<file path="src/rtl/mem_pkg.sv">
// Shared types and constants for the memory-access stage.
package mem_pkg;

    typedef enum logic [1:0] {
        IDLE = 2'd0,
        REQ  = 2'd1,
        RESP = 2'd2
    } mem_state_t;

    localparam logic [2:0] F3_B  = 3'b000;
    localparam logic [2:0] F3_H  = 3'b001;
    localparam logic [2:0] F3_W  = 3'b010;
    localparam logic [2:0] F3_BU = 3'b100;
    localparam logic [2:0] F3_HU = 3'b101;

endpackage

</file>
<file path="src/rtl/load_ext_s.sv">
// Load lane select and sign/zero extension. Half lanes use only a[1], so a
// misaligned half or word silently reads the aligned lane.
module load_ext_s
    import mem_pkg::*;
(
    input  logic [31:0] rdata,
    input  logic [1:0]  a,
    input  logic [2:0]  funct3,
    output logic [31:0] ext
);

    logic [7:0]  byte_l;
    logic [15:0] half_l;

    always_comb begin
        byte_l = rdata[8*a +: 8];
        half_l = a[1] ? rdata[31:16] : rdata[15:0];
        unique case (funct3)
            F3_B:    ext = {{24{byte_l[7]}}, byte_l};
            F3_BU:   ext = {24'h0, byte_l};
            F3_H:    ext = {{16{half_l[15]}}, half_l};
            F3_HU:   ext = {16'h0, half_l};
            F3_W:    ext = rdata;
            default: ext = rdata;
        endcase
    end

endmodule

</file>
<file path="src/rtl/mem_stage_s.sv">
// MEM stage: drives the valid/grant/rvalid data bus, stalls while an access is
// outstanding and registers the MEM/WB boundary. Optional: MEM_MISALIGN_TRAP_EN.
module mem_stage_s
    import mem_pkg::*;
#(
    parameter int unsigned TIMEOUT_CYCLES = 64
) (
    input  logic        clk,
    input  logic        reset,
    input  logic        mem_isValid,
    input  logic [31:0] mem_pc,
    input  logic [31:0] mem_instr,
    input  logic [4:0]  mem_rd,
    input  logic        mem_mem_read,
    input  logic        mem_mem_write,
    input  logic        mem_reg_write,
    input  logic [31:0] mem_result,
    input  logic [31:0] mem_sData,
    output logic        dm_req,
    output logic        dm_we,
    output logic [31:0] dm_addr,
    output logic [31:0] dm_wdata,
    output logic [3:0]  dm_wstrb,
    input  logic        dm_gnt,
    input  logic        dm_rvalid,
    input  logic [31:0] dm_rdata,
    output logic        mem_stall,
    output logic        wb_isValid,
    output logic [31:0] wb_pc,
    output logic [31:0] wb_instr,
    output logic [4:0]  wb_rd,
    output logic        wb_reg_write,
    output logic [31:0] wb_result,
    output logic        wb_bus_err,
    output logic        wb_misalign
);

    localparam int unsigned CW = $clog2(TIMEOUT_CYCLES + 1);
    localparam logic [CW-1:0] TO_LAST = CW'(TIMEOUT_CYCLES - 1);

    mem_state_t    state_q, state_d;
    logic [CW-1:0] cnt_q, cnt_d;

    logic [2:0]  funct3;
    logic [1:0]  a;
    logic        access, is_load, is_store, sz_byte, sz_half, sz_word;
    logic        misalign, bus_access, timeout;
    logic        req, stall, complete, bus_err;
    logic [3:0]  strb;
    logic [31:0] wdata, load_data;

    assign funct3   = mem_instr[14:12];
    assign a        = mem_result[1:0];
    assign access   = mem_isValid & (mem_mem_read | mem_mem_write);
    assign is_load  = mem_mem_read;
    assign is_store = mem_mem_write & ~mem_mem_read;
    // Unsigned byte/half codes only exist for loads; anything else is a word.
    assign sz_byte  = (funct3 == F3_B) | (is_load & (funct3 == F3_BU));
    assign sz_half  = (funct3 == F3_H) | (is_load & (funct3 == F3_HU));
    assign sz_word  = ~sz_byte & ~sz_half;

`ifdef MEM_MISALIGN_TRAP_EN
    assign misalign = access & ((sz_half & a[0]) | (sz_word & (a != 2'b00)));
`else
    assign misalign = 1'b0;
`endif
    assign bus_access = access & ~misalign;
    assign timeout    = (cnt_q == TO_LAST);

    always_comb begin
        strb  = 4'b1111;
        wdata = mem_sData;
        if (sz_byte) begin
            strb  = 4'b0001 << a;
            wdata = {4{mem_sData[7:0]}};
        end else if (sz_half) begin
            strb  = a[1] ? 4'b1100 : 4'b0011;
            wdata = {2{mem_sData[15:0]}};
        end
    end

    load_ext_s u_load_ext (
        .rdata  (dm_rdata),
        .a      (a),
        .funct3 (funct3),
        .ext    (load_data)
    );

    always_comb begin
        state_d  = state_q;
        cnt_d    = cnt_q;
        req      = 1'b0;
        stall    = 1'b0;
        complete = 1'b0;
        bus_err  = 1'b0;
        unique case (state_q)
            IDLE: begin
                if (mem_isValid) begin
                    if (!bus_access) begin
                        complete = 1'b1;
                    end else begin
                        req   = 1'b1;
                        cnt_d = '0;
                        if (dm_gnt && !is_load) begin
                            complete = 1'b1;
                        end else begin
                            stall   = 1'b1;
                            state_d = dm_gnt ? RESP : REQ;
                        end
                    end
                end
            end
            REQ: begin
                req   = 1'b1;
                cnt_d = cnt_q + 1'b1;
                if (dm_gnt && !is_load) begin
                    complete = 1'b1;
                    state_d  = IDLE;
                end else if (timeout) begin
                    complete = 1'b1;
                    bus_err  = 1'b1;
                    state_d  = IDLE;
                end else begin
                    stall = 1'b1;
                    if (dm_gnt) state_d = RESP;
                end
            end
            RESP: begin
                cnt_d = cnt_q + 1'b1;
                if (dm_rvalid) begin
                    complete = 1'b1;
                    state_d  = IDLE;
                end else if (timeout) begin
                    complete = 1'b1;
                    bus_err  = 1'b1;
                    state_d  = IDLE;
                end else begin
                    stall = 1'b1;
                end
            end
            default: state_d = IDLE;
        endcase
    end

    assign dm_req    = req & ~reset;
    assign mem_stall = stall & ~reset;
    assign dm_we     = bus_access & is_store & ~reset;
    assign dm_addr   = reset ? 32'h0 : {mem_result[31:2], 2'b00};
    assign dm_wstrb  = dm_we ? strb : 4'b0000;
    assign dm_wdata  = dm_we ? wdata : 32'h0;

    always_ff @(posedge clk) begin
        if (reset) begin
            state_q      <= IDLE;
            cnt_q        <= '0;
            wb_isValid   <= 1'b0;
            wb_pc        <= 32'h0;
            wb_instr     <= 32'h0;
            wb_rd        <= 5'h0;
            wb_reg_write <= 1'b0;
            wb_result    <= 32'h0;
            wb_bus_err   <= 1'b0;
            wb_misalign  <= 1'b0;
        end else begin
            state_q <= state_d;
            cnt_q   <= cnt_d;
            if (complete) begin
                wb_isValid   <= 1'b1;
                wb_pc        <= mem_pc;
                wb_instr     <= mem_instr;
                wb_rd        <= mem_rd;
                wb_reg_write <= mem_reg_write & ~bus_err & ~misalign;
                wb_result    <= (bus_access && is_load && !bus_err) ? load_data : mem_result;
                wb_bus_err   <= bus_err;
                wb_misalign  <= misalign;
            end else begin
                wb_isValid   <= 1'b0;
                wb_reg_write <= 1'b0;
            end
        end
    end

endmodule

</file>
<file path="config.mk">
export PLATFORM = sky130hd
export DESIGN_NAME = mem_stage_s
export DESIGN_NICKNAME = d
export VERILOG_FILES = /design/src/rtl/mem_pkg.sv /design/src/rtl/load_ext_s.sv /design/src/rtl/mem_stage_s.sv
export SDC_FILE = /design/constraint.sdc
export NUM_CORES = 1
export LEC_CHECK = 0
export ABC_CLOCK_PERIOD_IN_PS = 3500
export CAP_MARGIN = 20
export CORE_MARGIN = 5
export CORE_UTILIZATION = 44
export CTS_CLUSTER_DIAMETER = 120
export DETAILED_ROUTE_END_ITERATION = 7
export PLACE_DENSITY = 0.93
export SETUP_SLACK_MARGIN = 0.3
export SLEW_MARGIN = 20
export SYNTH_ARGS = -nofsm -noshare
export SYNTH_HDL_FRONTEND = slang
export SYNTH_HIERARCHICAL = 1
export SYNTH_SLANG_ARGS = --single-unit
</file>
<file path="constraint.sdc">
create_clock -name clk -period 3.5 [get_ports clk]
set_input_delay 1.05 -clock clk [delete_from_list [all_inputs] [get_ports clk]]
set_output_delay 1.05 -clock clk [all_outputs]
set_load 0.02 [all_outputs]
</file>
# Word level (Yosys, flattened, before mapping)
# Cells that the tools add are included.
[totals] regBits=113 in_bits=173 output_inout_bits=176 wordCells=96
[classes] add_sub_neg=1 eq_ne=11 shifts=2 mux=45 n_bitwise=16 n_reduce_logical=12
[op_table] cell="$mux 32" n=5
[op_table] cell="$pmux 32 s4" n=1
[op_table] cell="$shiftx 32x6->8" n=1
[op_table] cell="$mux 2" n=9
[op_table] cell="$mux 1" n=17
[op_table] cell="$mux 16" n=1
[op_table] cell="$mux 4" n=4
[op_table] cell="$mux 7" n=2
[op_table] cell="$pmux 7 s2" n=1
[op_table] cell="$and 1x1->1" n=9
[op_table] cell="$add 7x1->7 const B" n=1
[op_table] cell="$eq 7x6->1 const B" n=1
[op_table] cell="$eq 3x3->1 const B" n=2
[op_table] cell="$ne 2x2->1 const B" n=3
[op_table] cell="$pmux 1 s3" n=2
[op_table] cell="$pmux 2 s3" n=1
[op_table] cell="$reduce_and 5->1" n=1
[op_table] cell="$ne 4x4->1 const B" n=1
[op_table] cell="$not 1->1" n=4
[op_table] cell="$pmux 1 s2" n=2
[op_table] cell="$reduce_or 2->1" n=2
[op_table] cell="$shl 1x2->4 const A" n=1
[op_table] cell="$eq 3x1->1 const B" n=1
[op_table] cell="$logic_and 1x1->1" n=3
[op_table] cell="other kinds (9)" n=12

# Longest topological paths before layout
[logic_depth] word_depth=8 mapped_depth=9 mapped_depth_nobuf=7

# Hierarchy
# Netlist, hierarchy kept.
[modules_own_cells] module="mem_stage_s" n_inst=1 cells_each=690 area_per_inst_um2=5954.5 seq_area_each_um2=2262.2
[modules_own_cells] module="load_ext_s" n_inst=1 cells_each=96 area_per_inst_um2=845.8 seq_area_each_um2=0.0

# Least setup slack after synthesis
# No wires, ideal clock.
[synth_timing] path_type="input port to output port" startpoint="input mem_mem_read" endpoint="output dm_wdata[30]" arrival_time_ns=2.287 required_time_ns=2.450 slack_ns=0.163 stages=5 path_buffers=1 cell_sequence="inv_1 -> a21oi_2 -> clkbuf_1 -> nor2_1 -> a211oi_1"
[synth_between] elab_chain_len=5 word_cells_on_any_way=13 classes_between="mux: 3; bitwise: 10"
[synth_rtl] item="start: declaration" line_no="mem_stage_s.sv:14" text="input logic mem_mem_read,"
[synth_rtl] item="$and 1x1->1 (tied with other cells)" line_no="mem_stage_s.sv:59" text="assign sz_half = (funct3 == F3_H) | (is_load & (funct3 == F3_HU));"
[synth_rtl] item="$or 1x1->1 (tied with other cells)" line_no="mem_stage_s.sv:59"
[synth_rtl] item="$mux 32 or $and 1x1->1 (tied branches)" line_no="mem_stage_s.sv:76, mem_stage_s.sv:147"
[synth_rtl] item="$mux 32 or $and 1x1->1 (tied branches)" line_no="mem_stage_s.sv:73, mem_stage_s.sv:147"
[synth_rtl] item="$mux 32 *" line_no="mem_stage_s.sv:150" text="assign dm_wdata = dm_we ? wdata : 32'h0;"
[synth_rtl] item="end: declaration" line_no="mem_stage_s.sv:22" text="output logic [31:0] dm_wdata,"
# Mark *: on every way between the ends. The rest lies on a longest branch, timed or not.

# Worst setup path after layout
[layout_timing] startpoint="input mem_sData[6]" endpoint="output dm_wdata[22]"
[layout_between] elab_chain_len=3
[layout_rtl] item="start: declaration" line_no="mem_stage_s.sv:18" text="input logic [31:0] mem_sData,"
[layout_rtl] item="$mux 32" line_no="mem_stage_s.sv:76" text="end else if (sz_half) begin"
[layout_rtl] item="$mux 32 *" line_no="mem_stage_s.sv:73" text="if (sz_byte) begin"
[layout_rtl] item="$mux 32 *" line_no="mem_stage_s.sv:150"
# Marks and branches as above.

==> report_table.html <==
<table>
<tr><th>Metric</th><th>Value</th></tr>
<tr><th colspan="2">Worst hold path</th></tr>
<tr><td>Instance count along the most critical hold path</td><td>2</td></tr>
<tr><td>Type of the tightest min-delay check</td><td>reg2reg</td></tr>
<tr><td>Critical hold path startpoint</td><td>wb_instr[13]</td></tr>
<tr><td>Hold-critical path endpoint</td><td>wb_instr[13]</td></tr>
<tr><th colspan="2">Power</th></tr>
<tr><td>Leakage power figure</td><td>0.00443 uW</td></tr>
<tr><td>Peak supply drop</td><td>0.000313 V</td></tr>
<tr><td>Power Dens Cells</td><td>524 nW/um2</td></tr>
<tr><th colspan="2">STA</th></tr>
<tr><td>Setup clock skew after layout</td><td>0.0116 ns</td></tr>
<tr><td>Worst Max-Slew Pin Slew</td><td>0.915 ns</td></tr>
<tr><td>Ratio of final minimum period to clock period</td><td>91.9%</td></tr>
<tr><td>Number of endpoints failing setup at the final stage</td><td>0</td></tr>
<tr><td>Highest clock frequency the design can meet</td><td>311 MHz</td></tr>
<tr><td>Final min period</td><td>3.22 ns</td></tr>
<tr><td>Slew Viols, Final</td><td>0</td></tr>
<tr><td>Endpoints failing hold</td><td>0</td></tr>
<tr><td>Setup repair after global routing missed its margin</td><td>yes</td></tr>
<tr><td>Remaining max-slew budget at the tightest pin</td><td>39.0%</td></tr>
<tr><th colspan="2">Synth</th></tr>
<tr><td>Gate count after technology mapping</td><td>786</td></tr>
<tr><td>Sequential element share of the synthesized area</td><td>33.3%</td></tr>
<tr><td>Share of cell area taken by muxes after synthesis</td><td>7.97%</td></tr>
<tr><td>Share of flip-flops with an asynchronous set or reset after synthesis</td><td>0%</td></tr>
<tr><td>Number of warnings printed during yosys synthesis</td><td>6</td></tr>
<tr><td>Fraction of the mapped netlist area in compound gates</td><td>22.5%</td></tr>
<tr><td>Flop and latch count out of synthesis</td><td>113</td></tr>
<tr><td>Post-Syn Area per Cell</td><td>8.65 um2</td></tr>
<tr><td>Largest family of logic cells by synthesized area</td><td>simple AND/OR/NAND/NOR gates</td></tr>
<tr><td>Number of enable-type register cells in the synthesized netlist</td><td>0</td></tr>
<tr><td>Synth Flop Type</td><td>sky130_fd_sc_hd__dfxtp_1</td></tr>
<tr><td>Combined area of all synthesized cells</td><td>6800 um2</td></tr>
<tr><td>Post-synthesis share of cell area spent on full adders, half adders and majority gates</td><td>0.920%</td></tr>
<tr><td>Simple-gate share of the synthesized area</td><td>28.0%</td></tr>
<tr><td>Synth cell types</td><td>63</td></tr>
<tr><td>Xor and xnor area share after synthesis</td><td>0.515%</td></tr>
<tr><th colspan="2">Critical path</th></tr>
<tr><td>Number of cells on the worst reg-to-reg path</td><td>8</td></tr>
<tr><td>Worst-path fanout max</td><td>3</td></tr>
<tr><td>CP Class</td><td>in2out</td></tr>
<tr><td>Slack of the worst reg-to-reg path</td><td>1.25 ns</td></tr>
<tr><td>Data arrival at the endpoint of the critical path</td><td>2.17 ns</td></tr>
<tr><td>Critical path launch point type</td><td>primary input</td></tr>
<tr><td>Reg-to-reg critical path startpoint</td><td>state_q[0]</td></tr>
<tr><td>Crit path capture type</td><td>output port</td></tr>
<tr><td>Worst EP required</td><td>2.45 ns</td></tr>
<tr><td>Reg-to-Reg End</td><td>wb_result[8]</td></tr>
<tr><td>Worst setup path start</td><td>mem_sData[6]</td></tr>
<tr><th colspan="2">Drt</th></tr>
<tr><td>Number of search-and-repair iterations in the first detailed-routing pass</td><td>5</td></tr>
<tr><td>Via count normalized by instance count</td><td>5.78</td></tr>
<tr><td>Violation count after the first detailed-route iteration</td><td>574</td></tr>
<tr><td>Routed wire per std cell</td><td>20.1 um</td></tr>
<tr><td>Remaining design rule violation count</td><td>0</td></tr>
<tr><td>Aggregate routed wire length</td><td>26.8 mm</td></tr>
<tr><td>Via count</td><td>7704</td></tr>
<tr><td>Antenna-violating nets left</td><td>0</td></tr>
<tr><th colspan="2">Die</th></tr>
<tr><td>Initial cell density of the core</td><td>44.7%</td></tr>
<tr><td>Io pins</td><td>349</td></tr>
<tr><td>Overall die area</td><td>18000 um2</td></tr>
<tr><td>DIE WIDTH</td><td>134 um</td></tr>
<tr><td>Std-Cell Core Area</td><td>15200 um2</td></tr>
<tr><td>Total number of placement rows</td><td>45</td></tr>
<tr><td>Overall die height</td><td>134 um</td></tr>
<tr><th colspan="2">Place</th></tr>
<tr><td>Post-detailed-placement half-perimeter wirelength</td><td>19.0 mm</td></tr>
<tr><td>Post-DP Area</td><td>10600 um2</td></tr>
<tr><td>GP Congestion</td><td>0.894</td></tr>
<tr><td>Number of buffers added on ports</td><td>345</td></tr>
<tr><th colspan="2">Final layout</th></tr>
<tr><td>Layout cells sized above 1</td><td>17.7%</td></tr>
<tr><td>Number of nets in the final layout</td><td>1309</td></tr>
<tr><td>Number of diodes added for antenna fixing</td><td>0</td></tr>
<tr><td>Post-layout util</td><td>74.9%</td></tr>
<tr><td>Most frequent cells in the layout</td><td>sky130_fd_sc_hd__clkdlybuf4s50_1 (265), sky130_fd_sc_hd__dfxtp_1 (113), sky130_fd_sc_hd__o21ai_1 (70), sky130_fd_sc_hd__nand4b_1 (70), sky130_fd_sc_hd__nand2b_1 (69)</td></tr>
<tr><td>Most common library cell in the layout ignoring fill and taps</td><td>sky130_fd_sc_hd__clkdlybuf4s50_1</td></tr>
<tr><td>Syn-to-layout area delta</td><td>67.4%</td></tr>
<tr><td>Post-layout instance area</td><td>11400 um2</td></tr>
<tr><th colspan="2">Clock tree</th></tr>
<tr><td>CTS Buf Count</td><td>17</td></tr>
<tr><td>Root buffer selected by CTS</td><td>sky130_fd_sc_hd__clkbuf_16</td></tr>
<tr><td>Htree depth</td><td>4</td></tr>
<tr><td>TritonCTS sink count</td><td>113</td></tr>
<tr><td>TritonCTS clock tree</td><td>built</td></tr>
<tr><td>Hold buffer count at CTS</td><td>0</td></tr>
<tr><td>Maximum count of clock buffers along a single path</td><td>2</td></tr>
<tr><td>Clock Latency Late Sink</td><td>0.41 ns</td></tr>
<tr><td>Clock input transition at the sequential cells of the worst setup and hold paths</td><td>0.05 ns</td></tr>
<tr><th colspan="2">Status</th></tr>
<tr><td>Run status</td><td>completed</td></tr>
<tr><th colspan="2">GRT</th></tr>
<tr><td>Vias in the first global route</td><td>7481</td></tr>
<tr><td>Number of antenna violations at the first check in global routing</td><td>0</td></tr>
<tr><td>Overall global routing resource usage</td><td>28.1%</td></tr>
<tr><td>Largest net degree at the start of global routing</td><td>138</td></tr>
<tr><td>Overflow left after global routing</td><td>0</td></tr>
<tr><td>Global-route wire length before repair</td><td>40.6 mm</td></tr>
<tr><th colspan="2">Flow run</th></tr>
<tr><td>Max capacitance violation total</td><td>0</td></tr>
</table>
report_power, final:
part           internal [uW]  switching, uW  total [uW]
clock network           1200            647        1850
logic                   1110           1300        2410
registers               1560            150        1710
total                   3870           2090        5960
worst max-delay path, stage by stage:
cell and delay (ns):
sky130_fd_sc_hd__clkdlybuf4s50_1 0.55, sky130_fd_sc_hd__buf_4 0.16, sky130_fd_sc_hd__nand2_1 0.06, sky130_fd_sc_hd__a21oi_1 0.15, sky130_fd_sc_hd__buf_2 0.20
cell type report:
| class | instances | area, um2 |
|---|---|---|
| clock buffers | 17 | 425 |
| clock inverters | 15 | 206 |
| fillers | 1048 | 3820 |
| inverters | 12 | 51.3 |
| multi-input cells | 583 | 4220 |
| flip-flops and latches | 113 | 2260 |
| well taps | 188 | 235 |
| repair buffers | 403 | 3980 |
| repair inverters | 1 | 7.51 |
per-stage QoR:
step	cells	total power (uW)	worst slack, ns	hold slack [ns]	TNS (ns)
after floorplan	788	2980	0.305	0.462	0
after global placement	1289	4060	-0.501	0.475	-17.52
after detailed placement	1289	4100	-0.584	0.477	-19.77
after CTS	1330	5970	0.289	0.489	0
after global routing	1332	6220	0.220	0.507	0
final	1332	5960	0.285	0.489	0
Yosys cell counts (6+ instances only):
library cell | number | area (um2)
sky130_fd_sc_hd__mux2i_1 | 47 | 470
sky130_fd_sc_hd__inv_1 | 10 | 37.5
sky130_fd_sc_hd__nand4b_1 | 70 | 613
sky130_fd_sc_hd__buf_2 | 10 | 50.1
sky130_fd_sc_hd__a211oi_1 | 9 | 67.6
sky130_fd_sc_hd__nor2_1 | 57 | 214
sky130_fd_sc_hd__nand2b_1 | 70 | 438
sky130_fd_sc_hd__dfxtp_1 | 113 | 2260
sky130_fd_sc_hd__a221o_1 | 6 | 60.1
sky130_fd_sc_hd__o21ai_1 | 69 | 345
sky130_fd_sc_hd__a2bb2oi_1 | 7 | 61.3
sky130_fd_sc_hd__o21ai_0 | 14 | 70.1
sky130_fd_sc_hd__nor2b_1 | 42 | 263
sky130_fd_sc_hd__clkbuf_1 | 43 | 161
sky130_fd_sc_hd__a221oi_1 | 28 | 245
sky130_fd_sc_hd__buf_4 | 10 | 75.1
sky130_fd_sc_hd__a2bb2oi_2 | 14 | 210
sky130_fd_sc_hd__a21oi_1 | 31 | 155
sky130_fd_sc_hd__and2_1 | 10 | 62.6
sky130_fd_sc_hd__nand2_1 | 40 | 150
sky130_fd_sc_hd__buf_1 | 10 | 37.5
how the worst max path moves through the flow:
stage               slack [ns]            to
detailed placement       -0.58  dm_wdata[13]
global route              0.22  dm_wdata[29]
floorplan                 0.30     mem_stall
finish                    0.28  dm_wdata[22]
global placement         -0.50  dm_wdata[24]
CTS                       0.29   dm_wdata[3]
logic make-up after synthesis:
family,after synthesis
simple gates,309
compound gates,209
flops,113
buf+inv,92
mux,53
fa+ha+maj,5
xor+xnor,4
other cells,1
flip-flops by register name, summed over array words and instances (netlist names):
signal	flops
wb_pc	32
wb_instr	32
wb_result	32
wb_isValid	1
wb_reg_write	1
cnt_q	7
wb_rd	5
state_q	2
wb_bus_err	1
what timing repair did:
item                                    in CTS  in global routing
endpoints found under the setup margin      69                 38
buffers inserted                             5                  1
pin swaps                                    5                 10
cloned                                       4                  1
gates resized for setup                    230                 51
routing by layer:
metal / vias to the layer above / GRT usage [%] / share of wire [%]
li1: 3549 / - / -
met1: 3617 / 32.9 / 37
met2: 462 / 48.5 / 49
met3: 76 / 8.33 / 9.6
met4: 0 / 10.8 / 3.7
met5: - / 0 / 0
Note: power is estimated with default switching activity, not from simulation.
